[config.mk]
export PLATFORM = sky130hd
export DESIGN_NAME = shared_down_timer_arbiter
export DESIGN_NICKNAME = d
export VERILOG_FILES = /design/src/rtl/shared_down_timer_arbiter.sv
export SDC_FILE = /design/constraint.sdc
export NUM_CORES = 1
export LEC_CHECK = 0
export ABC_AREA = 1
export BUFFER_PORTS_ARGS = -buffer_cell sky130_fd_sc_hd__buf_2
export CORE_AREA = 4 4 56 71
export CTS_BUF_LIST = sky130_fd_sc_hd__clkbuf_4 sky130_fd_sc_hd__clkbuf_8 sky130_fd_sc_hd__clkbuf_16
export CTS_CLUSTER_SIZE = 8
export DETAILED_ROUTE_END_ITERATION = 7
export DIE_AREA = 0 0 60 75
export PLACE_DENSITY = 0.85
export RECOVER_POWER = 25
export SLEW_MARGIN = 20
export SYNTH_ARGS = -nofsm -noshare
export SYNTH_HDL_FRONTEND = slang
export SYNTH_SLANG_ARGS = --single-unit
export TNS_END_PERCENT = 5
[constraint.sdc]
create_clock -name clk -period 5.2 [get_ports clk]
set_input_delay 0.52 -clock clk [delete_from_list [all_inputs] [get_ports clk]]
set_output_delay 0.52 -clock clk [all_outputs]
set_load 0.005 [all_outputs]
[src/rtl/shared_down_timer_arbiter.sv]
// shared_down_timer_arbiter: round-robin sharing of one n-bit down-counter among N_REQ requesters,
// pulsing done to the owner when its loaded delay expires.
module shared_down_timer_arbiter #(
    parameter int N_REQ = 4,
    parameter int n     = 7
) (
    input  logic               clk,
    input  logic               reset_n,
    input  logic [N_REQ-1:0]   req,
    input  logic [N_REQ*n-1:0] load_val,
    output logic [N_REQ-1:0]   grant,
    output logic [N_REQ-1:0]   done,
    output logic [n-1:0]       count,
    output logic               busy
);
    localparam int IW = (N_REQ > 1) ? $clog2(N_REQ) : 1;
    typedef enum logic [1:0] {IDLE, RUN, DONE} state_t;
    state_t         state;
    logic [IW-1:0]  last;
    logic [IW-1:0]  win;
    logic           found;
    logic [n-1:0]   slice [N_REQ];
    genvar i;
    generate
        for (i = 0; i < N_REQ; i++) begin : g_slice
            assign slice[i] = load_val[i*n +: n];
        end
    endgenerate
    // search starts just after the previous owner, so it gets lowest priority
    always_comb begin
        win   = '0;
        found = 1'b0;
        for (int k = 1; k <= N_REQ; k++) begin
            if (!found && req[IW'((int'(last) + k) % N_REQ)]) begin
                found = 1'b1;
                win   = IW'((int'(last) + k) % N_REQ);
            end
        end
    end
    always_ff @(posedge clk) begin
        if (!reset_n) begin
            state <= IDLE;
            grant <= '0;
            done  <= '0;
            count <= '0;
            last  <= IW'(N_REQ - 1);
        end else begin
            case (state)
                IDLE: if (found) begin
                    state <= RUN;
                    grant <= {{(N_REQ-1){1'b0}}, 1'b1} << win;
                    count <= slice[win];
                    last  <= win;
                end
                RUN: if (!req[last]) begin
                    state <= IDLE;
                    grant <= '0;
                end else if (count == '0) begin
                    state <= DONE;
                    done  <= grant;
                end else begin
                    count <= count - 1'b1;
                end
                DONE: begin
                    state <= IDLE;
                    grant <= '0;
                    done  <= '0;
                end
                default: state <= IDLE;
            endcase
        end
    end
    assign busy = (state != IDLE);
endmodule

Yosys cells after proc, flatten, opt, wreduce, memory -nomap -nowiden --
Cells that the tools add are included. W data, S select, Z words.
Cells by class: add/sub/neg operators 5, bitwise operators 1, mux-type cells 39, div/mod/pow operators 0, shift operators 1, reductions and logical operators 17, eq/ne operators 8, multiply operators 0, order comparisons 6
Operators with widths (number):
- $mux W7 | 5
- $lt A2 B4 Y1 const B | 4
- $mux W4 | 4
- $bmux W7 S2 | 1
- $mux W2 | 7
- $pmux W7 S2 | 1
- $mux W1 | 13
- $pmux W4 S3 | 1
- $bmux W1 S2 | 5
- $ne A2 B2 Y1 const B | 5
- $pmux W4 S2 | 1
- $logic_not A7 Y1 | 1
- $sub A7 B1 Y7 const B | 1
- $reduce_and A3 Y1 | 2
- $reduce_bool A2 Y1 | 3
- $add A2 B1 Y2 const B | 2
- $add A2 B2 Y2 const B | 2
- $pmux W2 S2 | 1
- $reduce_and A2 Y1 | 2
- $reduce_and A4 Y1 | 1
- $shl A1 B2 Y4 const A | 1
- $ge A3 B3 Y1 const B | 1
- $logic_and A1 B1 Y1 | 3
- $logic_not A1 Y1 | 3
- other kinds (7) | 7
Storage, ports and cells: RAM bits 0, bits in registers 19, memories kept 0, memory bits (read-only) 0, logic and storage cells 82, output and inout port bits 16, latch bits 0, input port bits 34

Depth between registers and ports, before layout --
Gate-level depths: netlist of the first run.
depth after elaboration 20, gate-level depth with buffers 18, gate-level depth less buffers 16

Worst setup path before layout of the first run --
No wires, ideal clock.
kind input to register, start point input port req[3], end point register count[3], library setup time 122 ps, slack 3427 ps, cell stages on the path 15, buffers on the path 1, data arrival time 1651 ps, cell sequence inv_1 -> nand2_1 -> nand3_1 -> nand2_1 -> nor2_4 -> nand3_4 -> nand3_4 -> inv_2 -> buf_6 -> nand2_1 -> nand2_1 -> nand2_1 -> nand2_1 -> nand2_1 -> a21oi_2
Between the ends: word-level cells in the longest chain between the ends 19, elaborated cells between the ends (all ways) 37
Ends and longest elaborated chain:
- start, declared | RTL line 9 | input logic [N_REQ-1:0] req,
- $bmux W1 S2 | RTL line 34 | if (!found && req[IW'((int'(last) + k) % N_REQ)]) begin
- $mux W1 (not written as such) (2 in a row) | RTL line 34
- $mux W1 | RTL line 34
- $logic_not A1 Y1 | RTL line 34
- $logic_and A1 B1 Y1 | RTL line 34
- $mux W1 | RTL line 34
- $logic_not A1 Y1 | RTL line 34
- $logic_and A1 B1 Y1 | RTL line 34
- $mux W1 | RTL line 34
- $logic_not A1 Y1 | RTL line 34
- $logic_and A1 B1 Y1 | RTL line 34
- $mux W2 | RTL line 34
- $not A2 Y3 (not written as such) | RTL line 52 | count <= slice[win];
- $bmux W7 S2 | RTL line 52
- $mux W7 (not written as such) (2 in a row) | RTL line 52
- $mux W7 | RTL line 49 | IDLE: if (found) begin
- $pmux W7 S2 | RTL line 48 | case (state)
- end signal, assigned | RTL line 52
- end signal, assigned | RTL line 62 | count <= count - 1'b1;
- end, declared | RTL line 13 | output logic [n-1:0] count,
Several ways; a longest one is shown, not always the timed one. The select of a mux whose other input is x is not followed. A chain may end at the register's enable or synchronous reset.

Worst setup path in the final report of the first run --
start point register last[0], end point register count[1]
Between the ends: word-level cells in the longest chain between the ends 20, elaborated cells between the ends (all ways) 41
Ends and longest elaborated chain:
- start, declared | RTL line 19 | logic [IW-1:0] last;
- start signal, assigned | RTL line 46 | last <= IW'(N_REQ - 1);
- start signal, assigned | RTL line 53 | last <= win;
- $add A2 B1 Y2 | RTL line 34, 36
- $bmux W1 S2 | RTL line 34
- $mux W1 (not written as such) (2 in a row) | RTL line 34
- $mux W1 | RTL line 34
- $logic_not A1 Y1 | RTL line 34
- $logic_and A1 B1 Y1 | RTL line 34
- $mux W1 | RTL line 34
- $logic_not A1 Y1 | RTL line 34
- [2 not listed]
- $logic_not A1 Y1 | RTL line 34
- $logic_and A1 B1 Y1 | RTL line 34
- $mux W2 | RTL line 34
- $not A2 Y3 (not written as such) | RTL line 52
- $bmux W7 S2 | RTL line 52
- $mux W7 (not written as such) (2 in a row) | RTL line 52
- $mux W7 | RTL line 49
- $pmux W7 S2 | RTL line 48
Several ways; a longest one is shown, not always the timed one. The select of a mux whose other input is x is not followed.

==> impl_summary.txt, run 1 <==
----------------------------------------------------
[Clock tree]
  CTS root buf ... sky130_fd_sc_hd__clkbuf_8
  CTS sink count ... 19
  CTS tree ... built
  # hold bufs at CTS ... 0
  Setup bufs post-CTS ... 0
  H-tree levels ... 1
  Cts bufs inserted ... 3
  Clk pin slew, worst setup/hold paths ... 70 ps
  Clock Latency Late Sink ... 250 ps
  Maximum root-to-sink buffer count ... 2
  Resized Gates After CTS ... 0

[Route]
  Via Count ... around 1.8k
  Routed wire per std cell ... 12.0 um
  Sum of routed wire length over all layers ... 4060 um
  Drt pass-1 iters ... 4
  Detail-routed via count per cell ... between 5 and 6
  DRC ... 0
  Initial detailed-routing violation count ... 70
  DRT antenna net count ... 0

[Synth]
  Proportion of netlist area held by the largest area contributor ... 0.248
  Count of mapped cells out of synthesis ... approximately 250
  Flip-flop and latch count after synthesis ... 19
  Number of different library cells in the post-synthesis netlist ... 31
  Cells taking the most area after synthesis ... sky130_fd_sc_hd__nand2_1 (25%), sky130_fd_sc_hd__dfxtp_1 (24%), sky130_fd_sc_hd__a21oi_1 (6.4%)
  Post-synthesis net count ... around 290
  Total standard cell area after synthesis ... between 1500 and 2000 um2
  Cell with the most instances after synthesis ... sky130_fd_sc_hd__nand2_1
  Post-synth EDFFs ... 0
  Synthesized area per cell ... 6.14 um2
  Primary FF master, synth ... sky130_fd_sc_hd__dfxtp_1
  Post-synth ARST share ... 0
  Share of the yosys chip area belonging to registers ... 0.244
  Synth Warn # ... 0
  Top cell type by total area after synthesis ... sky130_fd_sc_hd__nand2_1
  Top cells by instance count after synthesis ... sky130_fd_sc_hd__nand2_1 (103), sky130_fd_sc_hd__a21oi_1 (20), sky130_fd_sc_hd__dfxtp_1 (19)

[Floorplanning]
  Number of placement rows ... 24
  Die height ... around 75 um
  Effective utilization at floorplan ... 0.464
  Floorplan die width ... roughly 60 um
  Boundary Pins ... 50
  Area of the die ... 4500 um2
  Core area ... ~3400 um2

[Critical path]
  Critical path's top delay family ... simple AND/OR/NAND/NOR gates
  Cell type of the slowest stage on the worst timing path ... sky130_fd_sc_hd__dfxtp_1
  Critical Path Max Stage Delay ... about 600 ps
  CP Data Required Time ... approximately 5300 ps
  Worst Path Max Fanout ... 11
  Count of buffering cells on the critical path with inverters included ... 1
  Arrival time reported for the critical path endpoint ... between 2000 and 3000 ps
  Critical Path Sink Type ... register
  Critical Setup Path Class ... reg -> reg
  Category of the worst setup path launch point ... register
  CP Cell Sequence ... nand2_1 -> nand3_1 -> nand2_1 -> nor2_4 -> nand3_1 -> nand3_1 -> clkinv_1 -> nand2_1 -> nand3_1 -> nand2_1 -> a21oi_1

[Worst hold path]
  Class of the tightest hold or removal check ... reg -> reg

[Pwr]
  Cell Int Power ... between 500 and 600 uW
  Total chip power ... approximately 1.3 mW
  Power density of the placed cells ... roughly 730 nW/um2
  Leakage power figure ... 0.965 nW
  Flop pwr share ... 0.187
  Combinational fraction of design power ... 0.734
  Clk network pwr share ... 0.079
  Power spent charging and discharging nets ... roughly 770 uW
  Max rail drop VDD ... between 0.3 and 0.4 mV
  Switching share of power ... 0.573

[Timing]
  Tightest slew margin relative to the limit ... 0.672
  Transition time at the pin with the least slew margin ... just under 500 ps
  RSZ-0062 raised after global routing ... false
  Final Hold Violating Endpoints ... 0
  Post-Route Setup TNS ... 0 ps
  Final worst clock skew ... ~1.1 ps
  Number of max-slew violations in the final report ... 0
  Setup violation total in the final timing report ... 0
  Achievable Freq ... approximately 410 MHz
  Final period utilization ... 0.471
  Final critical delay including setup and external delays ... 2450 ps

[Finish]
  Final std cell area, no fill ... 1840 um2
  Multi-input combinational cell area ... around 1000 um2
  Synth-to-Final Area Change ... 17.8%
  Final std cells w/o fill ... around 340
  Number of fillers in the final layout ... 350
  Fraction of final layout cells with drive strength greater than 1 ... 0.250
  Nets ... 340
  Register cell area after layout ... around 380 um2
  Ant. Diodes ... 0

[Global route]
  Pin count of the biggest net entering global routing ... 17
  Number of global-route vias before repair ... about 1.8k
  Total grt overflow ... 0
  Global routing usage summed across all routing layers ... 0.195
  Initial antenna violation count ... 0
  Wire length of the first global-routing pass ... about 7000 um

[Job]
  Max Cap Viol ... 0

[Placed design]
  Area post-placement ... approximately 1800 um2
  Detail Placement HPWL ... 3210 um
  Global placement routability congestion ... between 0.9 and 1
  Total placed cells including tap cells ... roughly 340
  Buffers on Ports ... between 40 and 50

[Outcome]
  Result of the run ... finished, final reports clean

----------------------------------------------------
## cell families (layout without fill, tap and decap cells)
logic type | after synthesis | in the layout | synth area share
AOI/OAI and AO/OA | 41 | 41 | 0.150
adders and majority gates | 5 | 5 | 0.0401
buffers and inverters | 29 | 75 | 0.0962
DFF | 19 | 19 | 0.244
and+or+nand+nor | 160 | 160 | 0.470
## stage by stage
stage | util | setup WS (ps) | hold slack, ps
after CTS | 0.549 | 2750 | 462
after global placement | 0.534 | 2860 | 456
after detailed placement | 0.534 | 2790 | 452
final | 0.547 | 2750 | 463
after floorplan | - | 3430 | 456
after global routing | 0.547 | 2530 | 495
## final cells by class
type,instances,share of cell area
flip-flops and latches,19,0.207
repair buffers,49,0.129
multi-input cells,206,0.560
clock buffers,4,0.0265
well taps,39,0.0265
inverters,22,0.0504
## power by group through the flow
stage	combinational, mW	sequential [mW]	clock [mW]
floorplan	0.833	0.228	0
global placement	0.962	0.252	0
detailed placement	0.981	0.251	0
CTS	0.987	0.249	0.106
global route	1.13	0.258	0.111
finish	0.986	0.251	0.106
## routing by layer
metal / share of wire / global-route usage
met5: 0 / 0
met4: 0.027 / 0.126
met3: 0.065 / 0.0223
met2: 0.52 / 0.347
met1: 0.39 / 0.213
## layout by cell type (no fill, tap or decap), drive strengths merged
cell,count
o21ai,13
dfxtp,19
buf,43
nand4,11
o21a,1
a21oi,24
clkbuf,10
ha,5
or2,2
nor3,2
a22oi,1
clkinv,1
nand2,115
a211oi,1
nor2,12
o31ai,1
nand3,18
inv,21
## tightest hold or removal path: stages, from the launching register on
cell and delay (ps):
sky130_fd_sc_hd__dfxtp_1 310, sky130_fd_sc_hd__nand2_1 60, sky130_fd_sc_hd__a21oi_1 50
## state kept, by name, summed over array words and instances (netlist names)
register and flops:
last 2, count 7, state 2, grant 4, done 4
## final timing paths
kind | from | to | slack [ps] | cells past startpoint
max | last[0]$_SDFFE_PN1P_ | count[1]$_SDFFE_PN0P_ | 2750 | 11
min | done[3]$_SDFFE_PN0P_ | done[3]$_SDFFE_PN0P_ | 460 | 2
max reg2reg | last[0]$_SDFFE_PN1P_ | count[1]$_SDFFE_PN0P_ | 2750 | 11
min reg2reg | done[3]$_SDFFE_PN0P_ | done[3]$_SDFFE_PN0P_ | 460 | 2
(Power assumes the default switching activity.)
==> run 2: changes to the inputs <==
clock period = 2.5 ns   (was 5.2 ns; I/O delays follow)
==> impl_summary.txt, run 2 (same netlist as run 1, synthesis figures left out) <==
----------------------------------------------------
[Floorplanning]
  Floorplan die width ... 60 um (unchanged)
  Area of the die ... 4500 um2 (unchanged)
  Core area ... 3360 um2 (unchanged)
  Effective utilization at floorplan ... 0.464 (unchanged)
  Number of placement rows ... 24 (unchanged)
  Boundary Pins ... 50 (unchanged)
  Die height ... 75 um (unchanged)

[Critical path]
  Worst Path Max Fanout ... 16 (+5)
  Critical Path Sink Type ... register
  Arrival time reported for the critical path endpoint ... 2380 ps (-190 ps)
  Category of the worst setup path launch point ... register
  Critical Setup Path Class ... reg -> reg
  CP Data Required Time ... 2700 ps (-2630 ps)

[Pwr]
  Leakage power figure ... 0.965 nW (about the same)
  Power density of the placed cells ... 1520 nW/um2 (+110%)
  Max rail drop VDD ... 0.737 mV (+94%)

[Global route]
  Total grt overflow ... 0 (unchanged)
  Number of global-route vias before repair ... 1,647 (-8.0%)
  Global routing usage summed across all routing layers ... 0.189 (-0.00581)
  Pin count of the biggest net entering global routing ... 17 (unchanged)
  Wire length of the first global-routing pass ... 6640 um (-5.3%)
  Initial antenna violation count ... 0 (unchanged)

[Placed design]
  Buffers on Ports ... 49 (unchanged)
  Area post-placement ... 1800 um2 (+0.42%)
  Global placement routability congestion ... 0.885 (-2.4%)
  Worst setup slack after placement ... 334 ps (-2460 ps)
  Detail Placement HPWL ... 3220 um (+0.54%)

[Timing]
  Post-Route Setup TNS ... 0 ps (unchanged)
  Tightest slew margin relative to the limit ... 0.693 (+0.0213)
  Final worst clock skew ... 3.32 ps (+2.25 ps)
  Final Hold Violating Endpoints ... 0 (unchanged)
  Transition time at the pin with the least slew margin ... 456 ps (-31.7 ps)
  Achievable Freq ... 458 MHz (+12%)
  RSZ-0062 raised after global routing ... false
  Setup violation total in the final timing report ... 0 (unchanged)
  Final critical delay including setup and external delays ... 2180 ps (-264 ps)
  Minimum setup slack in the final design ... 318 ps (-2440 ps)
  Number of max-slew violations in the final report ... 0 (unchanged)
  Final period utilization ... 0.873 (+0.402)

[Clock tree]
  Cts bufs inserted ... 3 (unchanged)
  Resized Gates After CTS ... 0 (unchanged)
  Clock Latency Late Sink ... 260 ps (about the same)
  # hold bufs at CTS ... 0 (unchanged)
  CTS sink count ... 19 (unchanged)
  Clk pin slew, worst setup/hold paths ... 70 ps (about the same)
  CTS tree ... built
  Maximum root-to-sink buffer count ... 2 (unchanged)
  Setup bufs post-CTS ... 0 (unchanged)
  H-tree levels ... 1 (unchanged)
  CTS root buf ... sky130_fd_sc_hd__clkbuf_8

[Route]
  DRC ... 0 (unchanged)
  Via Count ... 1,794 (-0.22%)
  Detail-routed via count per cell ... 5.28 (-0.52%)
  Sum of routed wire length over all layers ... 4130 um (+1.7%)
  Initial detailed-routing violation count ... 71 (+1.4%)
  Drt pass-1 iters ... 6 (+2)
  DRT antenna net count ... 0 (unchanged)
  Routed wire per std cell ... 12.1 um (+1.4%)

[Finish]
  Fraction of final layout cells with drive strength greater than 1 ... 0.249 (-0.000831)
  Largest register FFs ... 7 (unchanged)
  Largest regs ... count: 7 flops, done: 4 flops, grant: 4 flops
  Leading cell type in the layout, fill and taps excluded ... sky130_fd_sc_hd__nand2_1
  Ant. Diodes ... 0 (unchanged)
  Register cell area after layout ... 380 um2 (unchanged)
  Nets ... 341 (+0.29%)
  Final std cell area, no fill ... 1840 um2 (+0.20%)
  Commonest non-fill, non-tap cells in the layout ... sky130_fd_sc_hd__nand2_1 (103), sky130_fd_sc_hd__buf_2 (42), sky130_fd_sc_hd__a21oi_1 (20)
  Synth-to-Final Area Change ... 18.0%
  Number of fillers in the final layout ... 345 (-1.4%)
  Biggest register ... count
  Multi-input combinational cell area ... 1030 um2 (unchanged)
  Post-layout utilization of the core ... 0.548 (+0.00112)

[Job]
  Max Cap Viol ... 0 (unchanged)

[Worst hold path]
  Class of the tightest hold or removal check ... in -> reg

[Outcome]
  Result of the run ... finished, final reports clean

----------------------------------------------------
## run 2: cell types whose count changed in the layout (fill, tap and decap cells not counted), sizes merged
cell / before / now
clkinv: 1 / 2
## run 2: area by class of cell
cell class                      instances  share of cell area
Clock buffer                            3              0.0224
Tap cell                               39              0.0265
Multi-Input combinational cell        206               0.559
Sequential cell                        19               0.207
Timing Repair Buffer                   50               0.132
Clock inverter                          1             0.00272
Inverter                               22              0.0503
## run 2: critical path, stage by stage, from the launching register on
cell	delay [ps]
sky130_fd_sc_hd__dfxtp_1	590
sky130_fd_sc_hd__inv_8	80
sky130_fd_sc_hd__nand2_1	70
sky130_fd_sc_hd__nand2_1	80
sky130_fd_sc_hd__nand2_1	70
sky130_fd_sc_hd__nand2_1	80
sky130_fd_sc_hd__nand2_2	80
sky130_fd_sc_hd__nand2_1	60
sky130_fd_sc_hd__nand2_2	140
sky130_fd_sc_hd__nand3_4	190
sky130_fd_sc_hd__inv_2	220
sky130_fd_sc_hd__nand2_1	80
sky130_fd_sc_hd__nand2_1	70
sky130_fd_sc_hd__nand2_1	40
sky130_fd_sc_hd__nand2_1	80
sky130_fd_sc_hd__nand2_1	60
sky130_fd_sc_hd__a21oi_2	110
## run 2: layer usage
| layer | vias to the layer above | share of wire | wire, um | GRT usage |
|---|---|---|---|---|
| met5 | - | 0 | 0 | 0 |
| met4 | 0 | 0.030 | 123 | 0.0887 |
| met3 | 13 | 0.061 | 250 | 0.0292 |
| met2 | 69 | 0.52 | 2140 | 0.349 |
| met1 | 785 | 0.39 | 1610 | 0.206 |
| li1 | 927 | - | - | - |
## run 2: path summary, 6_finish.rpt
path | start | end | slack [ps] | cells past startpoint
max | last[0]$_SDFFE_PN1P_ | count[3]$_SDFFE_PN0P_ | 320 | 16
min | reset_n | count[6]$_SDFFE_PN0P_ | 290 | 3
min reg2reg | done[1]$_SDFFE_PN0P_ | done[1]$_SDFFE_PN0P_ | 460 | 2
max reg2reg | last[0]$_SDFFE_PN1P_ | count[3]$_SDFFE_PN0P_ | 320 | 16
## run 2: per-stage QoR
step / cells / hold slack, ps / power (mW)
5_1_grt: 340 / 300 / 3.09
6_report: 340 / 289 / 2.81
4_1_cts: 340 / 283 / 2.80
3_3_place_gp: 336 / 454 / 2.54
2_1_floorplan: 254 / 407 / 2.21
3_5_place_dp: 336 / 454 / 2.57
## run 2: power by group
group	total, mW	switching, mW	internal [mW]
clock	0.218	0.107	0.111
sequential	0.518	0.118	0.401
combinational	2.07	1.38	0.687
==> run 3: changes to the inputs <==
CAP_MARGIN = 0   (was not set)
CORE_AREA = 4 4 71 56   (was 4 4 56 71)
DIE_AREA = 0 0 75 60   (was 0 0 60 75)
==> impl_summary.txt, run 3 (same netlist as run 1, synthesis figures left out) <==
----------------------------------------------------
[Floorplanning]
  Boundary Pins ... 50 (unchanged)
  Effective utilization at floorplan ... 0.478 (+0.0139)
  Core area ... 3270 um2 (-2.9%)
  Die height ... 60 um (-20%)
  Area of the die ... 4500 um2 (unchanged)
  Number of placement rows ... 18 (-25%)
  Floorplan die width ... 75 um (+25%)

[Clock tree]
  Cts bufs inserted ... 3 (unchanged)
  CTS sink count ... 19 (unchanged)
  Clock Latency Late Sink ... 260 ps (about the same)
  CTS tree ... built
  Setup bufs post-CTS ... 0 (unchanged)
  Maximum root-to-sink buffer count ... 2 (unchanged)
  # hold bufs at CTS ... 0 (unchanged)
  Resized Gates After CTS ... 0 (unchanged)
  Clk pin slew, worst setup/hold paths ... 80 ps (about the same)
  H-tree levels ... 1 (unchanged)
  CTS root buf ... sky130_fd_sc_hd__clkbuf_8

[Global route]
  Pin count of the biggest net entering global routing ... 17 (unchanged)
  Wire length of the first global-routing pass ... 6600 um (-0.51%)
  Total grt overflow ... 0 (unchanged)
  Global routing usage summed across all routing layers ... 0.187 (-0.00138)
  Initial antenna violation count ... 0 (unchanged)
  Number of global-route vias before repair ... 1,519 (-7.8%)

[Placed design]
  Area post-placement ... 1810 um2 (+0.49%)
  Detail Placement HPWL ... 3180 um (-1.3%)
  Total placed cells including tap cells ... 338 (+0.60%)
  Worst setup slack after placement ... 345 ps (+10.8 ps)
  Global placement routability congestion ... 0.901 (+1.8%)
  Buffers on Ports ... 49 (unchanged)

[Timing]
  Setup violation total in the final timing report ... 0 (unchanged)
  Post-Route Setup TNS ... 0 ps (unchanged)
  Transition time at the pin with the least slew margin ... 547 ps (+91.4 ps)
  Achievable Freq ... 454 MHz (-0.88%)
  RSZ-0062 raised after global routing ... false
  Number of max-slew violations in the final report ... 0 (unchanged)
  Minimum setup slack in the final design ... 298 ps (-19.4 ps)
  Tightest slew margin relative to the limit ... 0.631 (-0.0616)
  Final Hold Violating Endpoints ... 0 (unchanged)
  Final hold slack ... 282 ps (-7.58 ps)
  Final period utilization ... 0.881 (+0.00776)
  Final worst clock skew ... 5.85 ps (+2.53 ps)
  Final critical delay including setup and external delays ... 2200 ps (+19.4 ps)

[Finish]
  Fraction of final layout cells with drive strength greater than 1 ... 0.272 (+0.0224)
  Nets ... 342 (+0.29%)
  Leading cell type in the layout, fill and taps excluded ... sky130_fd_sc_hd__nand2_1
  Synth-to-Final Area Change ... 19.2%
  Post-layout utilization of the core ... 0.570 (+0.0221)
  Biggest register ... count
  Final std cells w/o fill ... 342 (+0.59%)
  Largest register FFs ... 7 (unchanged)
  Final std cell area, no fill ... 1860 um2 (+1.0%)
  Largest regs ... count: 7 flops, done: 4 flops, grant: 4 flops
  Ant. Diodes ... 0 (unchanged)
  Commonest non-fill, non-tap cells in the layout ... sky130_fd_sc_hd__nand2_1 (103), sky130_fd_sc_hd__buf_2 (48), sky130_fd_sc_hd__a21oi_1 (20)

[Critical path]
  Count of buffering cells on the critical path with inverters included ... 3 (+1)
  Cell mode on critical path ... sky130_fd_sc_hd__nand2_1
  Cell type of the slowest stage on the worst timing path ... sky130_fd_sc_hd__dfxtp_1
  Critical Setup Path Class ... reg -> reg
  Critical Path Sink Type ... register
  Critical path's top delay family ... simple AND/OR/NAND/NOR gates
  Worst Path Max Fanout ... 16 (unchanged)
  Arrival time reported for the critical path endpoint ... 2400 ps (+20 ps)
  CP Cell Sequence ... inv_8 -> nand2_1 -> nand2_1 -> nand2_2 -> nand2_4 -> inv_2 -> nand2_1 -> nand2_2 -> nand3_4 -> inv_2 -> nand2_1 -> nand2_1 -> nand2_1 -> nand2_1 -> nand2_1 -> a21oi_2
  Critical Path Max Stage Delay ... 600 ps (about the same)
  Category of the worst setup path launch point ... register
  CP Data Required Time ... 2700 ps (about the same)

[Job]
  Max Cap Viol ... 0 (unchanged)

[Worst hold path]
  Class of the tightest hold or removal check ... in -> reg

[Pwr]
  Power density of the placed cells ... 1530 nW/um2 (+0.61%)
  Leakage power figure ... 0.991 nW (+2.8%)
  Total chip power ... 2.85 mW (+1.6%)
  Max rail drop VDD ... 0.755 mV (+2.4%)

[Outcome]
  Result of the run ... finished, final reports clean

[Route]
  Routed wire per std cell ... 11.8 um (-2.6%)
  Detail-routed via count per cell ... 5.20 (-1.4%)
  DRC ... 0 (unchanged)
  Via Count ... 1,779 (-0.84%)
  Initial detailed-routing violation count ... 91 (+28%)
  DRT antenna net count ... 0 (unchanged)
  Drt pass-1 iters ... 5 (-1)
  Sum of routed wire length over all layers ... 4040 um (-2.0%)

----------------------------------------------------
## run 3: changes by cell type in the layout (fill, tap and decap cells not counted), sizes merged
cell      change
buf           +7
clkbuf        -6
clkinv        -1
clkinvlp      +1
## run 3: cell type report
class | count | area [um2]
inverters | 22 | 92.6
flip-flops and latches | 19 | 380
repair buffers | 51 | 259
well taps | 40 | 50.0
clock inverters | 1 | 7.51
fillers | 285 | 1410
multi-input cells | 206 | 1030
clock buffers | 3 | 41.3
## run 3: worst paths after layout
kind | start | end | slack [ps] | cells after the start
hold reg to reg | done[3]$_SDFFE_PN0P_ | done[3]$_SDFFE_PN0P_ | 470 | 2
hold / removal | reset_n | count[3]$_SDFFE_PN0P_ | 280 | 3
setup / recovery | last[0]$_SDFFE_PN1P_ | count[3]$_SDFFE_PN0P_ | 300 | 16
setup reg to reg | last[0]$_SDFFE_PN1P_ | count[3]$_SDFFE_PN0P_ | 300 | 16
## run 3: routing by layer
| metal | vias to the layer above | global-route usage | part of all wire |
|---|---|---|---|
| li1 | 926 | - | - |
| met1 | 753 | 0.275 | 0.48 |
| met3 | 4 | 0.0487 | 0.10 |
| met2 | 96 | 0.270 | 0.41 |
| met4 | 0 | 0.0457 | 0.0077 |
| met5 | - | 0 | 0 |
## run 3: worst reg2reg max path: stages, from the launching register on
cell	delay [ps]
sky130_fd_sc_hd__dfxtp_1	600
sky130_fd_sc_hd__inv_8	80
sky130_fd_sc_hd__nand2_1	80
sky130_fd_sc_hd__nand2_1	80
sky130_fd_sc_hd__nand2_2	100
sky130_fd_sc_hd__nand2_4	60
sky130_fd_sc_hd__inv_2	60
sky130_fd_sc_hd__nand2_1	60
sky130_fd_sc_hd__nand2_2	140
sky130_fd_sc_hd__nand3_4	190
sky130_fd_sc_hd__inv_2	220
sky130_fd_sc_hd__nand2_1	70
sky130_fd_sc_hd__nand2_1	60
sky130_fd_sc_hd__nand2_1	50
sky130_fd_sc_hd__nand2_1	110
sky130_fd_sc_hd__nand2_1	80
sky130_fd_sc_hd__a21oi_2	110
## run 3: power breakdown
| group | internal [mW] | switching [mW] | total, mW |
|---|---|---|---|
| Sequential | 0.400 | 0.113 | 0.513 |
| Clock | 0.113 | 0.117 | 0.229 |
| Combinational | 0.703 | 1.41 | 2.11 |
| Total | 1.22 | 1.64 | 2.85 |
